===== config.mk =====
export PLATFORM = sky130hd
export DESIGN_NAME = ahb_rr_arbiter
export DESIGN_NICKNAME = d
export VERILOG_FILES = /design/src/rtl/ahb_rr_arbiter_pkg.sv /design/src/rtl/ahb_rr_arbiter_rr_pick.sv /design/src/rtl/ahb_rr_arbiter.sv
export SDC_FILE = /design/constraint.sdc
export NUM_CORES = 1
export LEC_CHECK = 0
export ABC_AREA = 1
export CAP_MARGIN = 40
export CORE_ASPECT_RATIO = 0.7
export CORE_MARGIN = 5
export CORE_UTILIZATION = 24
export CTS_BUF_LIST = sky130_fd_sc_hd__clkbuf_4 sky130_fd_sc_hd__clkbuf_8
export CTS_CLUSTER_SIZE = 20
export DETAILED_ROUTE_END_ITERATION = 10
export PLACE_DENSITY = 0.8
export SETUP_SLACK_MARGIN = 0.2
export SYNTH_ARGS = -nofsm -noshare
export SYNTH_HDL_FRONTEND = slang
export SYNTH_SLANG_ARGS = --single-unit

===== constraint.sdc =====
create_clock -name HCLK -period 2.3 [get_ports HCLK]
set_input_delay 0.69 -clock HCLK [delete_from_list [all_inputs] [get_ports HCLK]]
set_output_delay 0.69 -clock HCLK [all_outputs]
set_load 0.01 [all_outputs]

===== src/rtl/ahb_rr_arbiter_pkg.sv =====
// Shared definitions for the three-master AHB round-robin arbiter:
// HTRANS encodings, arbiter FSM states, master count and small helpers.
package ahb_rr_arbiter_pkg;

  localparam int NM      = 3;
  localparam int CNT_W   = 4;

  typedef logic [1:0]       mst_idx_t;
  typedef logic [CNT_W-1:0] tenure_t;

  localparam tenure_t CNT_MAX = '1;

  typedef enum logic [1:0] {
    HTRANS_IDLE   = 2'b00,
    HTRANS_BUSY   = 2'b01,
    HTRANS_NONSEQ = 2'b10,
    HTRANS_SEQ    = 2'b11
  } htrans_e;

  typedef enum logic [1:0] {
    ST_PARK   = 2'b00,
    ST_OWN    = 2'b01,
    ST_LOCKED = 2'b10
  } arb_state_e;

  function automatic logic [NM-1:0] idx_to_onehot(input mst_idx_t idx);
    logic [NM-1:0] oh;
    oh = '0;
    oh[idx] = 1'b1;
    return oh;
  endfunction

endpackage


===== src/rtl/ahb_rr_arbiter_rr_pick.sv =====
// Round-robin priority selector: returns the first requester after the last
// owner in cyclic order 0->1->2->0; the last owner itself is checked last.
module rr_pick
  import ahb_rr_arbiter_pkg::*;
(
  input  logic [NM-1:0] req,
  input  mst_idx_t      last,
  output mst_idx_t      win
);

  mst_idx_t cand;
  logic     found;

  // NOTE: every variable written here gets a default first, so no path
  // through the loop can leave a value unassigned and infer a latch.
  always_comb begin
    win   = last;
    found = 1'b0;
    cand  = last;
    for (int i = 1; i <= NM; i++) begin
      cand = mst_idx_t'((int'(last) + i) % NM);
      if (!found && req[cand]) begin
        win   = cand;
        found = 1'b1;
      end
    end
  end

endmodule


===== src/rtl/ahb_rr_arbiter.sv =====
// AHB bus arbiter for three masters: round-robin grant with a tenure limit,
// locked-transfer support and address/data-phase muxing toward the bridge.
module ahb_rr_arbiter #(
  parameter int TENURE = 8,
  parameter int NM     = ahb_rr_arbiter_pkg::NM
) (
  input  logic               HCLK,
  input  logic               HRESETn,
  input  logic [NM-1:0]      HBUSREQ,
  input  logic [NM-1:0]      HLOCK,
  input  logic [2*NM-1:0]    HTRANSm,
  input  logic [32*NM-1:0]   HADDRm,
  input  logic [32*NM-1:0]   HWDATAm,
  input  logic [NM-1:0]      HWRITEm,
  input  logic               HREADY,
  output logic [NM-1:0]      HGRANT,
  output logic [1:0]         HMASTER,
  output logic               HMASTLOCK,
  output logic [1:0]         HTRANS,
  output logic [31:0]        HADDR,
  output logic               HWRITE,
  output logic [31:0]        HWDATA
);

  import ahb_rr_arbiter_pkg::*;

  localparam tenure_t TENURE_L = tenure_t'(TENURE);

  arb_state_e state_q, state_d;
  mst_idx_t   owner_q, owner_d;
  mst_idx_t   owner_dp_q, owner_dp_d;
  tenure_t    tenure_q, tenure_d;

  logic [1:0]  trans_a [NM];
  logic [31:0] addr_a  [NM];
  logic [31:0] wdata_a [NM];

  always_comb begin
    for (int i = 0; i < NM; i++) begin
      trans_a[i] = HTRANSm[2*i +: 2];
      addr_a[i]  = HADDRm[32*i +: 32];
      wdata_a[i] = HWDATAm[32*i +: 32];
    end
  end

  logic [1:0]    own_trans;
  logic [NM-1:0] others_req;
  mst_idx_t      pick_win;
  tenure_t       tenure_inc;
  tenure_t       tenure_step;

  assign own_trans  = trans_a[owner_q];
  assign others_req = HBUSREQ & ~idx_to_onehot(owner_q);

  rr_pick u_rr_pick (
    .req  (HBUSREQ),
    .last (owner_q),
    .win  (pick_win)
  );

  // Count the beat accepted on this edge, so the handover happens on the
  // edge that accepts the TENURE-th transfer rather than one beat later.
  assign tenure_inc  = (tenure_q == CNT_MAX) ? tenure_q : tenure_q + tenure_t'(1);
  assign tenure_step = own_trans[1] ? tenure_inc : tenure_q;

  always_comb begin
    state_d    = state_q;
    owner_d    = owner_q;
    owner_dp_d = owner_dp_q;
    tenure_d   = tenure_q;

    if (HREADY) begin
      owner_dp_d = owner_q;
      unique case (state_q)
        ST_PARK: begin
          owner_d  = (|HBUSREQ) ? pick_win : mst_idx_t'(0);
          tenure_d = '0;
          if (|HBUSREQ) begin
            state_d = HLOCK[pick_win] ? ST_LOCKED : ST_OWN;
          end
        end

        ST_OWN: begin
          if (!(|HBUSREQ)) begin
            state_d  = ST_PARK;
            owner_d  = '0;
            tenure_d = '0;
          end else if ((|others_req) &&
                       (!HBUSREQ[owner_q] || tenure_step >= TENURE_L)) begin
            owner_d  = pick_win;
            tenure_d = '0;
            state_d  = HLOCK[pick_win] ? ST_LOCKED : ST_OWN;
          end else begin
            tenure_d = tenure_step;
            state_d  = HLOCK[owner_q] ? ST_LOCKED : ST_OWN;
          end
        end

        ST_LOCKED: begin
          // The lock is held through the last SEQ beat of the locked burst.
          tenure_d = tenure_step;
          if (!HLOCK[owner_q] && (own_trans != HTRANS_SEQ)) begin
            state_d = ST_OWN;
          end
        end

        default: begin
          state_d  = ST_PARK;
          owner_d  = '0;
          tenure_d = '0;
        end
      endcase
    end
  end

  // NOTE: state registers use non-blocking assignments so every flop samples
  // the pre-edge values regardless of the order the statements are written.
  always_ff @(posedge HCLK or negedge HRESETn) begin
    if (!HRESETn) begin
      state_q    <= ST_PARK;
      owner_q    <= '0;
      owner_dp_q <= '0;
      tenure_q   <= '0;
    end else begin
      state_q    <= state_d;
      owner_q    <= owner_d;
      owner_dp_q <= owner_dp_d;
      tenure_q   <= tenure_d;
    end
  end

  assign HGRANT    = idx_to_onehot(owner_q);
  assign HMASTER   = owner_q;
  assign HMASTLOCK = (state_q == ST_LOCKED);
  assign HTRANS    = own_trans;
  assign HADDR     = addr_a[owner_q];
  assign HWRITE    = HWRITEm[owner_q];
  assign HWDATA    = wdata_a[owner_dp_q];

endmodule


==> flow_metrics.tcl, run 1 <==
set metrics [dict create \
    cts_tree "yes" \
    endpoint_kind "output port" \
    yosysSeqAreaShare_pct 9.99 \
    holdWs_ns 0.577 \
    synth_xor_area_share_pct 0.349 \
    finish.utilization_pct 66.9 \
    cts_made_buffers 3 \
    internal-power_mw 3.65 \
    clkTransAtPathRegs_ns 0.05 \
    status "finished, final reports clean" \
    synth-adder-area-share_pct 4.99 \
    synth_nets 684 \
    startpoint "owner_dp_q[0]" \
    grt_use_total_pct 23.5 \
    timing.rr.start "HMASTER[0]" \
    synth_top_family_by_area "simple AND/OR/NAND/NOR gates" \
    netSwitchingFraction_pct 50.5 \
    die_x_um 132 \
    synth.distinct_cells 27 \
    max_clock_freq_mhz 437 \
    cp.arrival_ns 1.60 \
    cp.required_ns 1.61 \
    die_area_um2 12600 \
    clockBufferDepth 2 \
    hp-class "reg -> reg" \
    clock-root-buffer "clkbuf_8" \
    hold_viol_final 0 \
    pwr-share-seq_pct 4.5 \
    r2r_cells 17 \
    ys_warn_count 0 \
    rr_endpoint "state_q[0]" \
    synthCells 464 \
    hpwl_mm 11.6 \
    p_per_area_nw_per_um2 1070 \
    nFillCells 837 \
    period_minus_slack_ns 2.29 \
    drive_gt1_share_pct 39.5 \
    core_area_um2 10300 \
    die_height_um 95.5 \
    initial_core_util_pct 24.4 \
    max-cap-violations 0 \
    drc_errors 0 \
    skew_ns 0.000825 \
    drt_iter0_drc 311 \
    gr-total-overflow 0 \
    placed_cells 877 \
    dp_slack_ns -0.470 \
    grt_setup_unrepaired "true" \
    syn-cell-area_um2 2510 \
    place_congestion 0.908 \
    setup_viol 0 \
    postRouteWirelength_mm 17.7 \
    area_growth_syn_to_layout_pct 174 \
    critPathCapture "HWDATA[24]" \
    num_rows 31 \
    critPathMaxFanout 6 \
    p_sw_mw 3.72 \
    max_stage_delay_ns 0.44 \
    clk_latency_ns 0.24 \
    drtAntennaViolNets 0 \
    io-pin-count 283 \
    timing.final.crit_share_pct 99.4 \
    tightest_slew_ns 0.518 \
    layout.cells.non_filler 937 \
    path_cells "buf_6 -> buf_12 -> buf_12 -> buf_6 -> nor2_4 -> o31ai_2 -> buf_2" \
    worst_path_max_delay_cell "dfrtp_2" \
    clock-sinks 10 \
    fin_tns_setup_ns 0 \
    grt_pass1_wl_mm 24.4 \
    cp-start-kind "flop" \
    synthMuxAreaShare_pct 0 \
    dr.pass1.iters 4 \
    maxSlewHeadroom_pct 65.4 \
    ys_ff_latch 10 \
    synth.avg_cell_area_um2 5.40 \
    yosys.area_share.simple_pct 45.2 \
    setup_slack_ns 0.0132 \
    vias 4862 \
    avgRoutedWirePerCell_um 18.8 \
    postCtsHoldBufs 0 \
    grt_max_degree 38 \
    ir_worst_vdd_v 0.000464 \
    r2r_setup_slack_ns 0.04 \
    p_leak_nw 3.21 \
    synth_compound_area_share_pct 29.3 \
    antenna_found_initial 2 \
    clkPwrFrac_pct 2.8 \
    nets 1023 \
    combPwrFrac_pct 92.8 \
    cts-htree-levels 1 \
    slew_violations 0 \
    viasPerCell 5.19 \
    io_buffers 282 \
    critPathKind "reg -> out" \
    grt_pass1_vias 4858 \
]
-- flip-flops by register name (all words and copies together), names as in the netlist --
register,count
owner_dp_q,2
state_q,2
tenure_q,4
HMASTER,2
-- worst max-delay path, delay by kind of cell (launching register included) --
family	cells	cell delay [ns]
buffers and inverters	5	0.66
flip-flops	1	0.44
AO/OA/AOI/OAI	1	0.22
AND/OR/NAND/NOR	1	0.03
-- cell type report --
cell class	instances	area (um2)	area share, %
inverters	26	120	1.75
multi-input cells	389	2760	40.1
diodes	3	7.51	0.109
repair buffers	372	3510	51.1
flip-flops and latches	10	255	3.71
repair inverters	1	11.3	0.164
clock buffers	4	48.8	0.710
well taps	132	165	2.40
-- logic make-up (layout without fill, tap and decap cells) --
| kind of cell | Yosys count | after routing |
|---|---|---|
| other cells | 0 | 3 |
| flops | 10 | 10 |
| buf+inv | 65 | 403 |
| simple gates | 252 | 252 |
| fa+ha+maj | 10 | 10 |
| xor+xnor | 1 | 1 |
| compound gates | 126 | 126 |
-- stage by stage --
| stage | cell area [um2] | total power [mW] |
|---|---|---|
| floorplan | 2560 | 2.84 |
| global placement | 5740 | 5.29 |
| detailed placement | 5740 | 5.41 |
| CTS | 6220 | 6.37 |
| global route | 6870 | 7.81 |
| finish | 6870 | 7.37 |
-- power by group through the flow --
stage,clock (mW),sequential (mW),combinational [mW]
2_1_floorplan,0,0.287,2.55
6_report,0.204,0.329,6.83
3_3_place_gp,0,0.304,4.99
3_5_place_dp,0,0.307,5.10
5_1_grt,0.223,0.337,7.25
4_1_cts,0.210,0.326,5.84
-- layer usage --
| metal | track usage, % | vias to the layer above | routed length [um] |
|---|---|---|---|
| met1 | 27.2 | 2327 | 6560 |
| li1 | - | 2288 | - |
| met3 | 4.27 | 41 | 1030 |
| met5 | 0 | - | 0 |
| met4 | 5.48 | 0 | 543 |
| met2 | 45.1 | 206 | 9530 |
-- synthesized netlist by cell type --
cell type | n | area [um2]
buf_4 | 2 | 15.0
a21oi_1 | 6 | 30.0
o22ai_1 | 1 | 6.26
inv_2 | 8 | 30.0
ha_1 | 10 | 125
dfrtp_1 | 10 | 250
nor2_4 | 1 | 11.3
nand2_2 | 11 | 68.8
nand2_1 | 41 | 154
nand3_2 | 5 | 50.1
nor2_1 | 103 | 387
o21a_4 | 1 | 15.0
o21bai_1 | 1 | 7.51
o211ai_1 | 1 | 7.51
xor2_1 | 1 | 8.76
o31ai_1 | 32 | 240
nand2_4 | 1 | 11.3
o21ai_2 | 2 | 17.5
o21ai_0 | 59 | 295
buf_1 | 11 | 41.3
nand3_1 | 88 | 440
clkbuf_1 | 24 | 90.1
buf_2 | 2 | 10.0
nor3_1 | 1 | 5.00
inv_1 | 18 | 67.6
nand4_1 | 1 | 6.26
o21ai_1 | 23 | 115
-- worst min-delay path by stage --
| stage | start | depth (start not counted) | end | slack, ns |
|---|---|---|---|---|
| after floorplan | HRESETn | 0 | HMASTER[0] | 0.39 |
| after global placement | state_q[1] | 2 | state_q[1] | 0.52 |
| after detailed placement | state_q[1] | 2 | state_q[1] | 0.55 |
| after CTS | state_q[1] | 2 | state_q[1] | 0.56 |
| after global routing | tenure_q[1] | 2 | tenure_q[1] | 0.60 |
| final | state_q[1] | 2 | state_q[1] | 0.58 |
-- layout by cell type (no fill, tap or decap), types with 15 or more instances in the layout --
master	count
dlygate4sd2_1	190
o21ai_1	70
nand3_1	66
buf_2	65
nor2_1	49
nor2_4	44
buf_4	35
nand2_1	32
buf_6	25
nand3_2	23
o31ai_2	20
clkdlybuf4s50_1	19
inv_1	15
-- what timing repair did --
| item | 4_1_cts | 5_1_grt |
|---|---|---|
| pin swaps | 149 | 65 |
| buffers inserted | 26 | 11 |
| hold endpoints to repair | 0 | 0 |
| setup endpoints to repair | 80 | 77 |
| cloned | 12 | 4 |
| resized for setup | 677 | 115 |
(Power assumes the default switching activity.)
==> inputs of run 2 (changes only) <==
CTS_BUF_LIST = sky130_fd_sc_hd__clkbuf_4   (was sky130_fd_sc_hd__clkbuf_4 sky130_fd_sc_hd__clkbuf_8)
==> flow_metrics.tcl, run 2 (synthesis gave the netlist of run 1 again) <==
set metrics [dict create \
    tightest_slew_ns 0.495 \
    setup_slack_ns -0.0831 \
    cts_made_buffers 3 \
    io-pin-count 283 \
    viasPerCell 5.45 \
    clock-sinks 10 \
    grt_use_total_pct 24.0 \
    r2r_cells 19 \
    p_sw_mw 4.38 \
    r2r_setup_slack_ns -0.08 \
    p_per_area_nw_per_um2 1120 \
    grt_max_degree 38 \
    area_growth_syn_to_layout_pct 209 \
    grt_pass1_wl_mm 25.0 \
    cp-start-kind "flop" \
    ir_worst_vdd_v 0.000510 \
    largest_reg_flops 4 \
    core_area_um2 10300 \
    drtAntennaViolNets 0 \
    drc_errors 0 \
    internal-power_mw 4.32 \
    vias 5234 \
    netSwitchingFraction_pct 50.3 \
    rr_endpoint "state_q[1]" \
    hpwl_mm 11.6 \
    period_minus_slack_ns 2.38 \
    critPathCapture "state_q[1]" \
    antenna_found_initial 6 \
    max-cap-violations 0 \
    cp.arrival_ns 2.54 \
    maxSlewHeadroom_pct 66.9 \
    avgRoutedWirePerCell_um 21.1 \
    cts-htree-levels 1 \
    cp.required_ns 2.45 \
    cts_tree "yes" \
    fin_tns_setup_ns -0.182 \
    critPathKind "reg -> reg" \
    drt_iter0_drc 370 \
    dr.pass1.iters 7 \
    drive_gt1_share_pct 49.1 \
    nets 1042 \
    clockBufferDepth 2 \
    grt_pass1_vias 5053 \
    clk_latency_ns 0.27 \
    hp-class "reg -> reg" \
    timing.final.crit_share_pct 104 \
    gr-total-overflow 0 \
    clkPwrFrac_pct 1.7 \
    placed_cell_area_um2 5740 \
    die_x_um 132 \
    critPathMaxFanout 7 \
    initial_core_util_pct 24.4 \
    violations "negative setup slack" \
    fin_area_um2 7750 \
    combPwrFrac_pct 94.5 \
    max_clock_freq_mhz 420 \
    clkTransAtPathRegs_ns 0.07 \
    place_congestion 0.908 \
    hold_viol_final 0 \
    clock-root-buffer "clkbuf_4" \
    largest_register "tenure_q" \
    postRouteWirelength_mm 20.3 \
    timing.rr.start "HMASTER[0]" \
    num_rows 31 \
    endpoint_kind "flop" \
    mostFrequentLayoutCell "dlygate4sd2_1" \
    startpoint "HMASTER[0]" \
    status "finished with violations" \
    pwr-share-seq_pct 3.9 \
    die_area_um2 12600 \
    p_leak_nw 3.45 \
    postCtsHoldBufs 0 \
    die_height_um 95.5 \
    setup_viol 5 \
    skew_ns 0.000792 \
    mostFrequentLayoutCells "170 x dlygate4sd2_1, 67 x buf_2, 47 x nor2_4, 46 x nor2_1, 44 x nand3_2" \
    io_buffers 282 \
    grt_setup_unrepaired "true" \
    slew_violations 0 \
]
-- run 2: cell count changes in the layout (fill, tap and decap cells not counted), moves of 12 or more --
cell / previous run / this run
buf_12: 13 / 25
nand3_4: 4 / 16
o21ai_2: 8 / 35
nand3_1: 66 / 33
o21ai_1: 70 / 35
clkdlybuf4s50_1: 19 / 39
nand3_2: 23 / 44
dlygate4sd2_1: 190 / 170
-- run 2: routing by layer --
layer	global-route usage, %	wire length, um	vias to the layer above
li1	-	-	2339
met1	27.6	7070	2498
met2	45.0	10700	311
met3	4.85	1510	86
met4	7.79	998	0
met5	0	0	-
-- run 2: per-stage QoR --
stage	util, %	instances	setup slack (ns)	power, mW	hold WS, ns
after global placement	55.8	877	-0.498	5.29	0.517
after floorplan	-	464	0.177	2.84	0.394
final	75.4	960	-0.0831	8.70	0.615
after global routing	75.4	959	-0.174	9.07	0.637
after detailed placement	55.8	877	-0.470	5.41	0.547
after CTS	64.0	918	-0.0202	6.67	0.566
-- run 2: cell type report --
class	instances	area (um2)
diodes	7	17.5
repair inverters	1	11.3
repair buffers	391	3950
inverters	26	131
clock buffers	4	30.0
well taps	132	165
flip-flops and latches	10	255
multi-input cells	389	3190
fillers	663	2530
-- run 2: worst min-delay path by stage --
stage | cells past startpoint | from | slack (ns) | endpoint
final | 2 | tenure_q[2] | 0.62 | tenure_q[2]
after global placement | 2 | state_q[1] | 0.52 | state_q[1]
after floorplan | 0 | HRESETn | 0.39 | HMASTER[0]
after detailed placement | 2 | state_q[1] | 0.55 | state_q[1]
after CTS | 2 | state_q[1] | 0.57 | state_q[1]
after global routing | 2 | tenure_q[2] | 0.64 | tenure_q[2]
-- run 2: timing repair --
action,CTS,global route
endpoints found under the setup margin,80,76
pin swaps,144,62
cloned,12,14
resized for setup,724,150
buffers inserted,25,21
-- run 2: critical path: stages, from the launching register on --
cell and delay (ns):
dfrtp_2 0.44, clkinv_4 0.09, buf_12 0.14, ha_4 0.32, buf_4 0.14, nand3_2 0.08, nand2_2 0.09, nand3_2 0.06
nand2_1 0.12, inv_2 0.07, nand2_4 0.09, nand2_4 0.06, nand2_2 0.07, nand3_2 0.09, nand3_2 0.10, nand2_1 0.06
nand2_1 0.05, nand2_1 0.06, nand2_1 0.06, nand2_1 0.06
-- run 2: power groups by stage --
stage	registers [mW]	clock network, mW	logic, mW
after floorplan	0.287	0	2.55
after global placement	0.304	0	4.99
after detailed placement	0.307	0	5.10
after CTS	0.325	0.145	6.20
after global routing	0.342	0.157	8.57
final	0.336	0.145	8.22
